[config.mk]
export PLATFORM = sky130hd
export DESIGN_NAME = fifo_reader
export DESIGN_NICKNAME = d
export VERILOG_FILES = /design/src/rtl/fifo_reader.sv
export SDC_FILE = /design/constraint.sdc
export NUM_CORES = 1
export LEC_CHECK = 0
export ABC_CLOCK_PERIOD_IN_PS = 3800
export BUFFER_PORTS_ARGS = -buffer_cell sky130_fd_sc_hd__buf_4
export CAP_MARGIN = 0
export CORE_MARGIN = 4
export CORE_UTILIZATION = 25
export CTS_CLUSTER_SIZE = 16
export DETAILED_ROUTE_END_ITERATION = 8
export SYNTH_ARGS = -nofsm -noshare
export SYNTH_HDL_FRONTEND = slang
export SYNTH_SLANG_ARGS = --single-unit
[constraint.sdc]
create_clock -name clk -period 3.8 [get_ports clk]
set_input_delay 0.76 -clock clk [delete_from_list [all_inputs] [get_ports clk]]
set_output_delay 0.76 -clock clk [all_outputs]
set_load 0.005 [all_outputs]
[src/rtl/fifo_reader.sv]
// fifo_reader: read-side controller for the synchronous FIFO.
// Pops words from the FIFO and captures each one, a cycle after its read,
// into a 2-entry holding buffer. The buffer is presented downstream over
// valid/ready. A read is only issued when the buffer is guaranteed room for
// the word, so backpressure never drops or duplicates data.
module fifo_reader #(
    parameter int DATA_SIZE = 4,
    parameter int CNT_SIZE  = 8
) (
    input  logic                 clk,
    input  logic                 reset_L,
    input  logic                 enable,
    input  logic                 fifo_empty,
    input  logic [DATA_SIZE-1:0] buff_out,
    output logic                 read,
    output logic [DATA_SIZE-1:0] data_out,
    output logic                 valid_out,
    input  logic                 ready_in,
    output logic                 busy,
    output logic [CNT_SIZE-1:0]  words_read
);

    typedef enum logic [1:0] {
        ST_IDLE  = 2'd0,
        ST_RUN   = 2'd1,
        ST_DRAIN = 2'd2
    } state_t;

    state_t               r_state;
    logic [DATA_SIZE-1:0] r_mem [0:1];
    logic                 r_wptr;
    logic                 r_rptr;
    logic [1:0]           r_occ;
    logic                 r_inflight;
    logic [CNT_SIZE-1:0]  r_words;

    logic                 w_pop;
    logic [2:0]           w_level;

    // Words committed to the buffer after this edge, counting the one
    // arriving from the FIFO and the one leaving downstream. A new read is
    // only safe when this leaves a free slot for the word it will return.
    assign valid_out = (r_occ != 2'd0);
    assign w_pop     = valid_out & ready_in;
    assign w_level   = {1'b0, r_occ} + {2'b00, r_inflight} - {2'b00, w_pop};

    // Enable is checked here as well so no read leaves in the cycle it drops.
    assign read       = (r_state == ST_RUN) & enable & ~fifo_empty & (w_level <= 3'd1);
    assign data_out   = valid_out ? r_mem[r_rptr] : '0;
    assign busy       = (r_state != ST_IDLE);
    assign words_read = r_words;

    // Control FSM: run fetches reads, drain empties the buffer before idling.
    always_ff @(posedge clk or negedge reset_L) begin
        if (!reset_L) begin
            r_state <= ST_IDLE;
        end else begin
            case (r_state)
                ST_IDLE: begin
                    if (enable) r_state <= ST_RUN;
                end
                ST_RUN: begin
                    if (!enable) r_state <= ST_DRAIN;
                end
                ST_DRAIN: begin
                    if (enable)
                        r_state <= ST_RUN;
                    else if (!r_inflight && (r_occ == 2'd0))
                        r_state <= ST_IDLE;
                end
                default: r_state <= ST_IDLE;
            endcase
        end
    end

    // Buffer bookkeeping: in-flight flag, pointers, occupancy, read counter.
    always_ff @(posedge clk or negedge reset_L) begin
        if (!reset_L) begin
            r_inflight <= 1'b0;
            r_wptr     <= 1'b0;
            r_rptr     <= 1'b0;
            r_occ      <= 2'd0;
            r_words    <= '0;
        end else begin
            r_inflight <= read;
            if (r_inflight) r_wptr <= ~r_wptr;
            if (w_pop)      r_rptr <= ~r_rptr;
            r_occ <= r_occ + {1'b0, r_inflight} - {1'b0, w_pop};
            if (read) r_words <= r_words + 1'b1;
        end
    end

    // Storage: capture the FIFO word returned for last cycle's read.
    // No reset needed; data_out is masked while the buffer is empty.
    always_ff @(posedge clk) begin
        if (r_inflight) r_mem[r_wptr] <= buff_out;
    end

endmodule

=== Word-level counts from Yosys, hierarchy flattened ===
Memories as Yosys holds them, arrays and structs flattened.
Index checks and enable logic that the tools add are counted.

* Register bits after elaboration: 15
* Memory bits (writable): 8
* Input bits: 9
* Output and inout bits: 15
* Word-level logic and storage cells: 40
* Memories: 1

* Add/subtract/negate cells: 5
* Magnitude comparators: 1
* Eq/ne operators: 5
* Multiplexer cells: 8
* Bitwise gates (word level): 7
* Reduce and logical (&&, ||, !) cells: 7

{| class="wikitable"
|+ Memories
! memory !! depth !! bits a word !! rd ports !! clocked after Yosys merged registers in !! write ports !! RTL line !! RTL
|-
| r_mem || 2 || 4 || 1 || 0 || 1 || 30 || <nowiki>logic [DATA_SIZE-1:0] r_mem [0:1];</nowiki>
|}

{| class="wikitable"
|+ Operators with widths
! kind !! count
|-
| $add 8x1->8 const B || 1
|-
| $mux 2 || 4
|-
| $pmux 2 s3 || 1
|-
| $and 1x1->1 || 4
|-
| $logic_not 2->1 || 2
|-
| $mux 4 || 1
|-
| $ne 2x2->1 const B || 2
|-
| $reduce_bool 2->1 || 2
|-
| $add 2x1->3 || 1
|-
| $le 3x1->1 const B || 1
|-
| $ne 3x3->1 const B || 1
|-
| $not 1->1 || 3
|-
| $reduce_and 3->1 || 1
|-
| $sub 3x1->3 || 1
|-
| $add 2x1->2 || 1
|-
| $eq 2x1->1 const B || 1
|-
| $eq 2x2->1 const B || 1
|-
| $mux 1 || 2
|-
| $sub 2x1->2 || 1
|-
| $logic_and 1x1->1 || 1
|-
| $logic_not 1->1 || 1
|}

=== Logic depth before layout (Yosys ltp) ===
Gate-level depths: netlist (run 1).

* Depth in word-level cells: 5
* Depth in mapped cells: 10
* Mapped depth without buffers: 9

=== Worst setup path before layout (run 1) ===
No wires, ideal clock.

* Kind: in2out
* Start: input ready_in
* End: output read
* Arrival: 2.382 ns
* Data required time: 3.040 ns
* Setup slack: 0.658 ns
* Stages: 8
* Path buffers: 1
* Path through: nor2b_1 ha_1 inv_1 ha_1 fa_1 nand4bb_1 buf_2 nor3_4

* Word-level cells in the longest chain between the ends: 4

{| class="wikitable"
|+ Ends and longest elaborated chain
! what !! RTL line !! RTL
|-
| start, declared || 18 || <nowiki>input logic ready_in,</nowiki>
|-
| $and 1x1->1 || 44 || <nowiki>assign w_pop = valid_out & ready_in;</nowiki>
|-
| $sub 3x1->3 || 45 || <nowiki>assign w_level = {1'b0, r_occ} + {2'b00, r_inflight} - {2'b00, w_pop};</nowiki>
|-
| via w_level[1] || 38 || <nowiki>logic [2:0] w_level;</nowiki>
|-
| $le 3x1->1 || 48 || <nowiki>assign read = (r_state == ST_RUN) & enable & ~fifo_empty & (w_level <= 3'd1);</nowiki>
|-
| $and 1x1->1 || 48 ||
|-
| end, declared || 15 || <nowiki>output logic read,</nowiki>
|}

The timed path passes the listed nets, and every way through them passes these cells.

=== Worst setup path in the final report (run 1) ===
* Start: register r_occ[1]
* End: output read

* Word-level cells in the longest chain between the ends: 5
* Elaborated cells between the ends (all ways): 6
* Classes of those cells: 2 x add/sub; 1 x order compare; 2 x bitwise; 1 x reduce/logical

{| class="wikitable"
|+ Ends and longest elaborated chain
! what !! RTL line !! RTL
|-
| start, declared || 33 || <nowiki>logic [1:0] r_occ;</nowiki>
|-
| start signal, assigned || 88 || <nowiki>r_occ <= r_occ + {1'b0, r_inflight} - {1'b0, w_pop};</nowiki>
|-
| $reduce_bool 2->1 || 43 || <nowiki>assign valid_out = (r_occ != 2'd0);</nowiki>
|-
| $and 1x1->1 || 44 ||
|-
| via w_pop || 37 || <nowiki>logic w_pop;</nowiki>
|-
| $sub 3x1->3 || 45 ||
|-
| $le 3x1->1 || 48 ||
|-
| $and 1x1->1 || 48 ||
|}

The timed path passes the listed nets, and every way through them passes these cells.

==> results.py, run 1 <==
metrics = {
    "critical_path": {
        "rr_startpoint": "r_occ[1]$_DFF_PN0_",
        "worst_path_largest_cell_delay_ns": 0.56,
        "r2r_slack_ns": 0.99,
        "crit_path_end": "read",
        "startpoint_type": "flop",
        "crit_type": "flop to primary output",
        "worstPathArrival_ns": 2.70,
        "cp.required_ns": 3.04,
        "cp_top_family": "adder cells",
        "cp.depth": 10,
        "worstPathCellList": "nor2_1 -> buf_4 -> nor2b_1 -> ha_1 -> inv_1 -> ha_1 -> fa_1 -> xnor2_1 -> nor3_4 -> buf_4",
        "r2r_cells": 11,
        "rr_endpoint": "words_read[4]$_DFFE_PN0P_",
        "startpoint": "r_occ[1]$_DFF_PN0_",
        "path_max_fanout": 7,
        "cp-end-kind": "primary output",
        "cp.buffers_inverters": 3,
        "cpMaxStageDelayCell": "xnor2_1",
    },
    "global_routing": {
        "grt_usage_pct": 8.39,
        "grt_first_pass_wirelength_um": 3320,
        "grt_overflow": 0,
        "first_global_vias": 692,
        "antenna_found_initial": 0,
        "grt_max_degree": 16,
    },
    "timing": {
        "fin_crit_sh_pct": 91.0,
        "fin_tns_setup_ns": 0,
        "max_freq_mhz": 289,
        "skew_ns": 0.00224,
        "grt_setup_unrepaired": "no",
        "finalSetupViolCount": 0,
        "hold_violations": 0,
        "period_minus_slack_ns": 3.46,
        "final_max_slew_viol_count": 0,
        "tightest_slew_ns": 0.676,
        "slew_headroom_pct": 54.6,
    },
    "floorplan": {
        "die_w_um": 71.7,
        "rows": 22,
        "core_um2": 3800,
        "die_h_um": 71.7,
        "ios": 24,
        "start_util_pct": 26.7,
        "die_area_um2": 5140,
    },
    "detailed_routing": {
        "drt-pass1-iter-count": 4,
        "routedWlPerCell_um": 12.3,
        "drt_iter0_drc": 26,
        "drc": 0,
        "vias": 646,
        "viasPerCell": 4.22,
        "ant_nets": 0,
        "wirelength_um": 1880,
    },
    "placement": {
        "io_buffers": 23,
        "place_inst": 149,
        "dp_hpwl_um": 1460,
        "finalWeightedCongestion": 0.752,
    },
    "logic_synthesis": {
        "ys_async_sr_fraction_pct": 65.2,
        "ys_seq_area_share_pct": 60.7,
        "synth_cells": 78,
        "postSynthAreaPerCell_um2": 13.0,
        "yosysUniqueCellTypes": 28,
        "syn-cell-area_um2": 1010,
        "ys_seq_elements": 23,
        "synth_edf_count": 8,
        "ys.flop_type": "dfrtp_1",
        "synth_fp_nets": 91,
        "ys_warn_count": 0,
    },
    "finish": {
        "fin_util_pct": 34.2,
        "final_common_cell": "buf_4",
        "final_cell_mix": "25 x buf_4, 15 x dfrtp_1, 8 x xor2_1, 8 x edfxtp_1, 7 x inv_1",
        "fin_nets": 119,
        "drive_gt1_share_pct": 30.5,
        "antenna_cells": 0,
        "syn2layout_area_growth_pct": 28.1,
        "instances_no_fill": 153,
    },
    "power_and_ir_drop": {
        "vdd_drop_max_uv": 249,
        "leakage_nw": 0.611,
        "p_per_area_nw_per_um2": 614,
    },
    "cts": {
        "cts_tree": "built",
        "clk_latency_ns": 0.26,
        "cts_resized": 0,
        "htreeDepth": 1,
        "clkTransAtPathRegs_ns": 0.08,
        "hold_buffers": 0,
        "clock-sinks": 23,
        "clock-root-buffer": "clkbuf_8",
        "cts_buffers": 3,
        "clockBufferDepth": 2,
        "postCtsSetupBuffers": 0,
    },
    "outcome": {
        "outcome": "completed",
    },
    "worst_hold_path": {
        "hold_class": "input port to async pin",
    },
    "run": {
        "maxCapViolations": 0,
    },
}
synthesized netlist by cell type, drive strengths merged (2+ instances only):
library cell,instances,area share (%)
inv,7,2.6
nor4,5,3.1
xnor2,2,1.7
dfrtp,15,37
mux2i,4,3.9
xor2,8,6.9
nor3,2,2.1
nand2,2,0.74
ha,3,3.7
edfxtp,8,24
nor2,6,2.2
registers in the layout, summed over array words and instances (netlist names):
| register | cells |
|---|---|
| r_mem | 8 |
| words_read | 8 |
| r_occ | 2 |
| r_state | 2 |
| r_inflight | 1 |
| r_rptr | 1 |
| r_wptr | 1 |
through the flow:
| stage | setup slack [ns] | area [um^2] | power, mW | hold slack (ns) |
|---|---|---|---|---|
| after detailed placement | 0.339 | 1250 | 0.658 | 0.466 |
| final | 0.341 | 1300 | 0.799 | 0.336 |
| after floorplan | 0.658 | 1010 | 0.525 | 0.454 |
| after global routing | 0.110 | 1300 | 0.867 | 0.340 |
| after global placement | 0.379 | 1250 | 0.644 | 0.462 |
| after CTS | 0.298 | 1300 | 0.811 | 0.341 |
worst min-delay path by stage:
stage	startpoint	to	slack (ns)	cells past startpoint
after CTS	reset_L	r_rptr$_DFFE_PN0P_	0.34	1
after global placement	words_read[7]$_DFFE_PN0P_	words_read[7]$_DFFE_PN0P_	0.46	1
final	reset_L	words_read[6]$_DFFE_PN0P_	0.34	1
after detailed placement	words_read[7]$_DFFE_PN0P_	words_read[7]$_DFFE_PN0P_	0.47	1
after global routing	reset_L	r_rptr$_DFFE_PN0P_	0.34	1
after floorplan	r_wptr$_DFFE_PN0P_	r_wptr$_DFFE_PN0P_	0.45	1
report_power, final:
group          total [mW]  internal, mW  switching [mW]
combinational       0.282         0.147           0.135
sequential          0.365         0.307          0.0581
clock               0.151        0.0732          0.0779
total               0.799         0.527           0.271
cells by family (layout without fill, tap and decap cells):
logic type | after synthesis | count (layout) | synth area share, %
multiplexers | 5 | 5 | 5.06
AO/OA/AOI/OAI | 3 | 3 | 2.10
flip-flops | 23 | 23 | 60.7
AND/OR/NAND/NOR | 24 | 24 | 14.4
adder cells (fa/ha/maj) | 4 | 4 | 5.67
XOR/XNOR | 10 | 10 | 8.63
buffers and inverters | 9 | 36 | 3.45
area by class of cell:
| class | count | area (um^2) |
|---|---|---|
| fillers | 388 | 2500 |
| clock inverters | 1 | 5.00 |
| inverters | 7 | 26.3 |
| multi-input cells | 46 | 364 |
| well taps | 48 | 60.1 |
| repair buffers | 25 | 188 |
| clock buffers | 3 | 41.3 |
| flip-flops and latches | 23 | 616 |
routing by layer:
metal / global-route usage, % / share of wire, % / vias to the layer above
met5: 0 / 0 / -
met4: 1.88 / 0.53 / 0
met3: 4.49 / 8.3 / 2
met2: 13.4 / 46 / 22
met1: 9.99 / 45 / 302
li1: - / - / 320
(Power assumes the default switching activity.)
==> run 2: changes to the inputs <==
--- a/config.mk
+++ b/config.mk
@@ -5,7 +5,7 @@
 export SDC_FILE = /design/constraint.sdc
 export NUM_CORES = 1
 export LEC_CHECK = 0
-export ABC_CLOCK_PERIOD_IN_PS = 3800
+export ABC_CLOCK_PERIOD_IN_PS = 4300
 export BUFFER_PORTS_ARGS = -buffer_cell sky130_fd_sc_hd__buf_4
 export CAP_MARGIN = 0
 export CORE_MARGIN = 4
==> constraint.sdc (replaced) <==
create_clock -name clk -period 4.3 [get_ports clk]
set_input_delay 0.86 -clock clk [delete_from_list [all_inputs] [get_ports clk]]
set_output_delay 0.86 -clock clk [all_outputs]
set_load 0.005 [all_outputs]
==> run 2 against run 1 <==
Compared with the run above:
- setup slack improved by 0.10 ns
- hold slack improved by 0.10 ns
- clock skew rose by 0.0022 ns
- register-to-register slack improved by 0.36 ns
- final cell count fell by 0.65%
- combinational power fell by 13%
- design area fell by 0.58%
- core utilization fell by 0.20 points
- global-route usage fell by 0.70 points
- largest cell class unchanged
- non-clock buffer count fell by 1
- sequential power fell by 12%
==> results.py, run 2 (synthesis results as in run 1) <==
metrics = {
    "finish": {
        "antenna_cells": 0,
        "final_common_cell": "buf_4",
        "fin_nets": 118,
        "syn2layout_area_growth_pct": 27.4,
        "final_cell_mix": "24 x buf_4, 15 x dfrtp_1, 8 x xor2_1, 8 x edfxtp_1, 7 x inv_1",
        "fillers": 390,
        "finalInstanceArea_um2": 1290,
        "fin_util_pct": 34.0,
        "drive_gt1_share_pct": 29.8,
    },
    "worst_hold_path": {
        "hold_class": "input port to async pin",
    },
    "timing": {
        "slew_headroom_pct": 56.0,
        "final_max_slew_viol_count": 0,
        "fin_crit_sh_pct": 89.7,
        "tightest_slew_ns": 0.655,
        "max_freq_mhz": 259,
        "period_minus_slack_ns": 3.86,
        "grt_setup_unrepaired": "no",
        "fin_tns_setup_ns": 0,
        "whs_ns": 0.438,
        "hold_violations": 0,
        "finalSetupViolCount": 0,
        "skew_ns": 0.00443,
    },
    "critical_path": {
        "worst_path_largest_cell_delay_ns": 0.45,
        "cp-end-kind": "primary output",
        "startpoint_type": "input port",
        "r2r_cells": 10,
        "cp_top_family": "simple AND/OR/NAND/NOR gates",
        "startpoint": "ready_in",
        "path_max_fanout": 7,
        "r2r_slack_ns": 1.35,
        "worstPathArrival_ns": 3.00,
        "cp.required_ns": 3.44,
        "crit_type": "input port to primary output",
        "rr_startpoint": "r_occ[1]$_DFF_PN0_",
        "cpMaxStageDelayCell": "fa_1",
        "cp.depth": 9,
        "crit_path_end": "read",
        "worstPathCellList": "buf_4 -> nor2b_1 -> ha_1 -> inv_1 -> ha_1 -> fa_1 -> nand4bb_1 -> nor3_4 -> buf_4",
        "rr_endpoint": "words_read[1]$_DFFE_PN0P_",
        "cp.buffers_inverters": 3,
    },
    "floorplan": {
        "start_util_pct": 26.7,
        "rows": 22,
        "die_w_um": 71.7,
        "core_um2": 3800,
        "die_h_um": 71.7,
        "ios": 24,
        "die_area_um2": 5140,
    },
    "power_and_ir_drop": {
        "power_uw": 695,
        "power_switching_uw": 232,
        "p_per_area_nw_per_um2": 538,
        "p_int_uw": 464,
        "clkPwrFrac_pct": 18.5,
        "comb_power_share_pct": 35.2,
        "leakage_nw": 0.607,
        "p_seq_share_pct": 46.3,
        "vdd_drop_max_uv": 179,
        "netSwitchingFraction_pct": 33.3,
    },
    "cts": {
        "htreeDepth": 1,
        "cts_tree": "built",
        "hold_buffers": 0,
        "clock-sinks": 23,
        "postCtsSetupBuffers": 0,
        "clock-root-buffer": "clkbuf_8",
        "clockBufferDepth": 2,
        "clk_latency_ns": 0.26,
        "clkTransAtPathRegs_ns": 0.08,
        "cts_resized": 0,
        "cts_buffers": 3,
    },
    "global_routing": {
        "grt_usage_pct": 7.69,
        "grt_overflow": 0,
        "first_global_vias": 651,
        "grt_max_degree": 16,
        "grt_first_pass_wirelength_um": 3030,
        "antenna_found_initial": 0,
    },
    "detailed_routing": {
        "drt-pass1-iter-count": 2,
        "ant_nets": 0,
        "routedWlPerCell_um": 12.0,
        "drt_iter0_drc": 22,
        "drc": 0,
        "vias": 642,
        "viasPerCell": 4.22,
        "wirelength_um": 1830,
    },
    "placement": {
        "dp_hpwl_um": 1450,
        "io_buffers": 23,
        "post_dp_cell_area_um2": 1250,
        "finalWeightedCongestion": 0.769,
    },
    "outcome": {
        "outcome": "completed",
    },
    "run": {
        "maxCapViolations": 0,
    },
}
run 2: changes by cell type in the layout (fill, tap and decap cells not counted):
cell | before | now
buf_4 | 25 | 24
run 2: power by group through the flow:
stage          clock network [mW]  logic [mW]  registers [mW]
2_1_floorplan                   0       0.154           0.309
4_1_cts                     0.134       0.251           0.323
3_5_place_dp                    0       0.249           0.328
6_report                    0.129       0.245           0.322
3_3_place_gp                    0       0.241           0.324
5_1_grt                     0.142       0.276           0.330
run 2: worst min path at each step:
stage                                         start                   endpoint  cells past startpoint
final                                       reset_L         r_occ[0]$_DFF_PN0_                      1
after global routing                        reset_L         r_rptr$_DFFE_PN0P_                      1
after CTS                                   reset_L         r_occ[0]$_DFF_PN0_                      1
after detailed placement  words_read[7]$_DFFE_PN0P_  words_read[7]$_DFFE_PN0P_                      1
after global placement    words_read[7]$_DFFE_PN0P_  words_read[7]$_DFFE_PN0P_                      1
after floorplan                  r_wptr$_DFFE_PN0P_         r_wptr$_DFFE_PN0P_                      1
run 2: cell type report:
type	instances	area [um^2]	share of cell area (%)
clock inverters	1	5.00	0.387
clock buffers	3	41.3	3.19
multi-input cells	46	364	28.2
well taps	48	60.1	4.65
flip-flops and latches	23	616	47.6
repair buffers	24	180	13.9
inverters	7	26.3	2.03
run 2: layer usage:
layer  GRT usage, %  share of wire, %  vias to the layer above  wire length (um)
met4           1.88              0.71                        0                13
met3           3.79               9.0                        2               164
li1               -                 -                      324                 -
met2           12.3                46                       20               835
met5              0                 0                        -                 0
met1           9.21                44                      296               811
run 2: metrics by stage:
| step | instances | setup WS (ns) |
|---|---|---|
| 3_5_place_dp | 148 | 0.438 |
| 2_1_floorplan | 78 | 0.958 |
| 5_1_grt | 152 | 0.304 |
| 6_report | 152 | 0.442 |
| 3_3_place_gp | 148 | 0.518 |
| 4_1_cts | 152 | 0.429 |
